File: config.mk
export PLATFORM = sky130hd
export DESIGN_NAME = coherence_bus_ctrl
export DESIGN_NICKNAME = d
export VERILOG_FILES = /design/src/rtl/cpu_types_pkg.sv /design/src/rtl/coherence_bus_ctrl_arb.sv /design/src/rtl/coherence_bus_ctrl.sv
export SDC_FILE = /design/constraint.sdc
export NUM_CORES = 1
export LEC_CHECK = 0
export CAP_MARGIN = 10
export CORE_AREA = 5 5 141 143
export DETAILED_ROUTE_END_ITERATION = 8
export DIE_AREA = 0 0 146 148
export PLACE_DENSITY = 0.66
export SETUP_SLACK_MARGIN = 0.3
export SKIP_LAST_GASP = 1
export SYNTH_ARGS = -nofsm -noshare
export SYNTH_HDL_FRONTEND = slang
export SYNTH_SLANG_ARGS = --single-unit
File: constraint.sdc
create_clock -name CLK -period 2.1 [get_ports CLK]
set_input_delay 0.315 -clock CLK [delete_from_list [all_inputs] [get_ports CLK]]
set_output_delay 0.315 -clock CLK [all_outputs]
set_load 0.02 [all_outputs]
File: src/rtl/cpu_types_pkg.sv
// Shared CPU/memory types for the coherence bus controller.
//   word_t      : one 32-bit data/address word
//   ramstate_t  : handshake state reported by the RAM port
//   bus_state_t : bus controller FSM states
//   BLOCK_WORDS : words per cache block moved by a fetch or a snoop writeback
package cpu_types_pkg;

    localparam int WORD_W      = 32;
    localparam int BLOCK_WORDS = 2;

    typedef logic [WORD_W-1:0] word_t;

    typedef enum logic [1:0] {
        FREE,
        BUSY,
        ACCESS,
        ERROR
    } ramstate_t;

    typedef enum logic [2:0] {
        IDLE,
        SNOOP,
        DECIDE,
        SNOOPWB,
        READ,
        WRITE,
        DONE
    } bus_state_t;

    // A RAM word finishes on ACCESS or ERROR; ERROR still hands data back.
    function automatic logic is_word_done(input ramstate_t s);
        return (s == ACCESS) || (s == ERROR);
    endfunction

endpackage

File: src/rtl/coherence_bus_ctrl_arb.sv
// Two-requester round-robin arbiter.
//   CLK, RST : clock, synchronous active-high reset (pointer -> core 0)
//   req      : request vector
//   update   : strobe; the core named by 'served' loses priority
//   served   : index of the core whose transaction just finished
//   grant    : granted index (valid only when valid=1)
//   valid    : at least one request present
module rr_arbiter_2 (
    input  logic       CLK,
    input  logic       RST,
    input  logic [1:0] req,
    input  logic       update,
    input  logic       served,
    output logic       grant,
    output logic       valid
);

    logic ptr;

    always_ff @(posedge CLK) begin
        if (RST) begin
            ptr <= 1'b0;
        end else if (update) begin
            ptr <= ~served;
        end
    end

    always_comb begin
        valid = |req;
        grant = (req == 2'b11) ? ptr : req[1];
    end

endmodule

File: src/rtl/coherence_bus_ctrl.sv
// Snooping bus controller between two dcaches and a single RAM port.
// Serves one transaction at a time: a two-word block fetch (with a snoop of
// the other core and an optional dirty writeback first) or a write burst.
//   CLK, RST               : clock, synchronous active-high reset
//   dREN/dWEN/daddr/dstore : per-core word requests
//   ccwrite                : requester wants ownership (snooper invalidates)
//   cctrans                : informational, not used for control
//   dwait/dload            : per-core completion (low one cycle) and read data
//   ccwait/ccinv/ccsnoopaddr : snoop presented to the non-requesting core
//   ramREN/ramWEN/ramaddr/ramstore/ramload/ramstate : RAM port
//   bus_err                : sticky, set when a word completes with ERROR
//
// state   | meaning
// IDLE    | arbitrate between requesting cores
// SNOOP   | present snoop address/invalidate to the other core
// DECIDE  | other core answers: dirty (dWEN) or clean
// SNOOPWB | write the snooper's dirty block back to RAM
// READ    | fetch the requester's block from RAM
// WRITE   | plain write burst from the requester, no snoop
// DONE    | drop snoop, rotate priority, gap cycle before re-arbitration
module coherence_bus_ctrl
    import cpu_types_pkg::*;
#(
    parameter int NCORES = 2,
    parameter int WORD_W = 32
) (
    input  logic                           CLK,
    input  logic                           RST,
    input  logic [NCORES-1:0]              dREN,
    input  logic [NCORES-1:0]              dWEN,
    input  logic [NCORES-1:0][WORD_W-1:0]  daddr,
    input  logic [NCORES-1:0][WORD_W-1:0]  dstore,
    input  logic [NCORES-1:0]              ccwrite,
    input  logic [NCORES-1:0]              cctrans,
    output logic [NCORES-1:0]              dwait,
    output logic [NCORES-1:0][WORD_W-1:0]  dload,
    output logic [NCORES-1:0]              ccwait,
    output logic [NCORES-1:0]              ccinv,
    output logic [NCORES-1:0][WORD_W-1:0]  ccsnoopaddr,
    output logic                           ramREN,
    output logic                           ramWEN,
    output logic [WORD_W-1:0]              ramaddr,
    output logic [WORD_W-1:0]              ramstore,
    input  logic [WORD_W-1:0]              ramload,
    input  ramstate_t                      ramstate,
    output logic                           bus_err
);

    localparam logic [1:0] LAST_WORD = 2'(BLOCK_WORDS - 1);

    bus_state_t          state, state_n;
    logic                gnt_q, gnt_n;
    logic                other;
    logic [1:0]          word_cnt, word_cnt_n;
    logic [WORD_W-1:0]   snp_addr_q, snp_addr_n;
    logic                snp_inv_q, snp_inv_n;
    logic                word_done;
    logic                wdone;
    logic [NCORES-1:0]   arb_req;
    logic                arb_grant, arb_valid;
    logic                unused_cctrans;

    assign unused_cctrans = ^cctrans;
    assign other          = ~gnt_q;
    assign word_done      = is_word_done(ramstate);
    assign arb_req        = (dREN | dWEN) & ~ccwait;

    rr_arbiter_2 u_arb (
        .CLK    (CLK),
        .RST    (RST),
        .req    (arb_req),
        .update (state == DONE),
        .served (gnt_q),
        .grant  (arb_grant),
        .valid  (arb_valid)
    );

    always_comb begin
        for (int k = 0; k < NCORES; k++) begin
            dload[k] = ramload;
        end
    end

    // Snoop outputs depend on state only; address and invalidate were
    // captured at grant so they stay stable for the whole snoop window.
    always_comb begin
        ccwait      = '0;
        ccinv       = '0;
        ccsnoopaddr = '0;
        if (state == SNOOP || state == DECIDE || state == SNOOPWB || state == READ) begin
            ccwait[other]      = 1'b1;
            ccinv[other]       = snp_inv_q;
            ccsnoopaddr[other] = snp_addr_q;
        end
    end

    always_comb begin
        state_n    = state;
        gnt_n      = gnt_q;
        word_cnt_n = word_cnt;
        snp_addr_n = snp_addr_q;
        snp_inv_n  = snp_inv_q;
        dwait      = '1;
        ramREN     = 1'b0;
        ramWEN     = 1'b0;
        ramaddr    = '0;
        ramstore   = '0;
        wdone      = 1'b0;

        case (state)
            IDLE: begin
                if (arb_valid) begin
                    gnt_n      = arb_grant;
                    snp_addr_n = daddr[arb_grant];
                    snp_inv_n  = ccwrite[arb_grant];
                    state_n    = dWEN[arb_grant] ? WRITE : SNOOP;
                end
            end
            SNOOP: state_n = DECIDE;
            DECIDE: state_n = dWEN[other] ? SNOOPWB : READ;
            SNOOPWB: begin
                if (!dWEN[other]) begin
                    word_cnt_n = '0;
                    state_n    = READ;
                end else begin
                    ramWEN   = 1'b1;
                    ramaddr  = daddr[other];
                    ramstore = dstore[other];
                    if (word_done) begin
                        dwait[other] = 1'b0;
                        wdone        = 1'b1;
                        if (word_cnt == LAST_WORD) begin
                            word_cnt_n = '0;
                            state_n    = READ;
                        end else begin
                            word_cnt_n = word_cnt + 2'd1;
                        end
                    end
                end
            end
            READ: begin
                // Requester may give up the rest of the block after one word.
                if (word_cnt != '0 && !dREN[gnt_q]) begin
                    word_cnt_n = '0;
                    state_n    = DONE;
                end else begin
                    ramREN  = 1'b1;
                    ramaddr = daddr[gnt_q];
                    if (word_done) begin
                        dwait[gnt_q] = 1'b0;
                        wdone        = 1'b1;
                        if (word_cnt == LAST_WORD) begin
                            word_cnt_n = '0;
                            state_n    = DONE;
                        end else begin
                            word_cnt_n = word_cnt + 2'd1;
                        end
                    end
                end
            end
            WRITE: begin
                if (!dWEN[gnt_q]) begin
                    state_n = DONE;
                end else begin
                    ramWEN   = 1'b1;
                    ramaddr  = daddr[gnt_q];
                    ramstore = dstore[gnt_q];
                    if (word_done) begin
                        dwait[gnt_q] = 1'b0;
                        wdone        = 1'b1;
                    end
                end
            end
            DONE: state_n = IDLE;
            default: state_n = IDLE;
        endcase
    end

    always_ff @(posedge CLK) begin
        if (RST) begin
            state      <= IDLE;
            gnt_q      <= 1'b0;
            word_cnt   <= '0;
            snp_addr_q <= '0;
            snp_inv_q  <= 1'b0;
            bus_err    <= 1'b0;
        end else begin
            state      <= state_n;
            gnt_q      <= gnt_n;
            word_cnt   <= word_cnt_n;
            snp_addr_q <= snp_addr_n;
            snp_inv_q  <= snp_inv_n;
            if (wdone && ramstate == ERROR) begin
                bus_err <= 1'b1;
            end
        end
    end

endmodule

==> key figures <==
Detailed routing
  – DR DRC count: 0
  – Via Count: 6,324
  – Total wire length: 25,420 µm
  – Drt first pass iters: 4
  – Detailed-route vias per instance: 5.382
  – WL/cell: 21.63 µm
  – Antenna-violating nets left: 0
  – Detailed Route Iter0 Violations: 236

Global route
  – Initial antenna violation count: 0
  – Vias in the first global route: 5,895
  – Global-route wire length before repair: 32,800 µm
  – All-Layer GR Usage: 0.1855
  – GRT overflow: 0
  – Largest net degree at the start of global routing: 57

Layout
  – Filler Cell Count: 1,560
  – Reg area: 833.3 µm²
  – Layout area overhead: 130.4%
  – Nets: 1,112
  – Post-layout util: 0.5636
  – Area of the multi-input gates: 4325 µm²
  – Antenna Diode Count: 0
  – Final instance area: 10,400 µm²
  – Layout cells sized above 1: 0.5590

Timing
  – FMAX: 0.4013 GHz
  – Fin. max-slew vios: 0
  – Worst setup margin: -0.3921 ns
  – Min cycle time layout: 2.492 ns
  – Worst Skew: 0.004499 ns
  – Crit share post-route: 1.187
  – Final setup violation count: 166
  – Worst Tran Pin Value: 0.7874 ns
  – Slew margin rel.: 0.4750
  – Final hold violations: 0
  – Aggregate negative setup slack: -45.16 ns
  – Unrepaired setup endpoints after global routing: true

Outcome
  – Violated checks: setup timing
  – Outcome: finished with violations

Synth
  – Post-synth EDFFs: 0
  – Synth unique cells: 41
  – Mean post-synth cell area: 7.010 µm²
  – Yosys warns: 0
  – Mapped cell area: 4514 µm²
  – Asr flop ratio synth: 0
  – Most frequent cell after synthesis: nand2_1
  – Synthesized net count: 816
  – Syn Inst Count: 644
  – Main synth FF type: dfxtp_1
  – Synth top area cells: dfxtp_1 (18%), a221oi_1 (12%), buf_4 (11%)
  – Synth top cells by count: nand2_1 (75), a21oi_1 (71), and2_1 (67), buf_4 (67)
  – Register bit total from synthesis: 41
  – Synth top area share: 0.1818
  – Yosys top cell by area: dfxtp_1
  – Seq/Total Area, Yosys: 0.1818

Worst setup path
  – Critical path's top delay family: compound AO/OA/AOI/OAI gates
  – Worst path cell trace: mux2_4, o21a_4, or2_4, buf_12, a221oi_2, a21oi_2, buf_2
  – Worst path bufs/invs: 2
  – Crit path DAT: 2.18 ns
  – Critical path class: reg2out
  – CP peak stage delay: 0.39 ns
  – CP Launch Type: flip-flop
  – Worst-path fanout max: 9
  – CP Capture Type: output port
  – Worst EP required: 1.78 ns
  – Crit-path slowest cell: dfxtp_4

Clocking
  – Clock Path Buffers: 2
  – Htree depth: 2
  – Clk pin slew, worst setup/hold paths: 0.06 ns
  – Root Driver: clkbuf_16
  – Hold Buf Count CTS: 0
  – Num CTS Buffers: 5
  – CTS tree: done
  – CTS Sinks: 41
  – Clk_lat worst skew: 0.29 ns

Floorplan
  – Starting density of the core: 0.2446
  – Die W: 146 µm
  – Row cnt: 50
  – I/O pins: 373
  – Die H: 148 µm
  – Die ar.: 21,610 µm²
  – Core outline area: 18,460 µm²

Power and ir drop
  – VDD IR max: 0.6192 mV
  – Power Dens Cells: 1057 nW/µm²
  – Overall Power: 10.99 mW
  – Leak Pwr: 3.965 nW

Job
  – Max cap viols: 0

Worst hold path
  – Hold WC Path Type: in2reg

Placement
  – GPL Wtd Cong: 0.8356
  – Detail Placement HPWL: 15,120 µm
  – Placed cell area: 7903 µm²
  – Port bufs: 274
## report_power, final
group / switching (mW) / internal [mW] / total [mW]
Sequential: 0.342 / 1.16 / 1.50
Clock: 0.339 / 0.632 / 0.971
Combinational: 4.19 / 4.33 / 8.52
## cell usage in the layout, fill, tap and decap left out, drive strengths merged, types with 20 or more instances in the layout
cell type	netlist	routed
a21oi	71	71
a221oi	64	64
a22oi	64	64
a311oi	34	34
and2	67	67
buf	86	262
clkbuf	52	20
clkdlybuf4s50	0	133
dfxtp	41	41
nand2	75	75
nor2	45	45
## through the flow
step	setup slack [ns]	hold slack [ns]	std cells
after CTS	-0.4164	0.3646	1115
after global routing	-0.4477	0.4132	1175
final	-0.3921	0.3760	1175
after floorplan	-0.03979	0.4539	644
after global placement	-0.8530	0.4373	1074
after detailed placement	-0.8656	0.4443	1074
## final cells by class
| class | instances | share of cell area |
|---|---|---|
| flip-flops and latches | 41 | 0.08012 |
| multi-input cells | 464 | 0.4159 |
| clock inverters | 2 | 0.003368 |
| inverters | 2 | 0.0007218 |
| well taps | 234 | 0.02815 |
| clock buffers | 6 | 0.01444 |
| repair buffers | 426 | 0.4574 |
## state kept, by name, indices dropped and copies added (netlist names)
| name | cells |
|---|---|
| state | 3 |
| u_arb.ptr | 1 |
| word_cnt | 2 |
| snp_inv_q | 1 |
| bus_err | 1 |
| snp_addr_q | 32 |
| gnt_q | 1 |
## final timing paths
path	from	endpoint	slack (ns)	depth (start not counted)
setup / recovery	gnt_q	ramaddr[16]	-0.39	7
hold / removal	RST	gnt_q	0.38	2
setup reg to reg	state[2]	snp_addr_q[23]	-0.38	10
hold reg to reg	bus_err	bus_err	0.45	2
## cells by family after synthesis
| group | after synthesis | share of synthesized area |
|---|---|---|
| AND/OR/NAND/NOR | 203 | 0.2187 |
| AO/OA/AOI/OAI | 256 | 0.4119 |
| multiplexers | 4 | 0.009146 |
| flip-flops | 41 | 0.1818 |
| buffers and inverters | 140 | 0.1785 |
## metal layers
layer / track usage / wire, µm / part of all wire / vias up
met1: 0.2202 / 10020 / 0.39 / 3018
met3: 0.03832 / 1683 / 0.066 / 65
met5: 0 / 0 / 0 / -
met2: 0.3326 / 13020 / 0.51 / 269
li1: - / - / - / 2972
met4: 0.06444 / 692 / 0.027 / 0
## repair_timing
item / CTS / global route
pin swaps: 12 / 38
buffers inserted: 27 / 39
resized for setup: 603 / 355
endpoints found under the setup margin: 173 / 174
cloned: 6 / 21
Note: power is estimated with default switching activity, not from simulation.
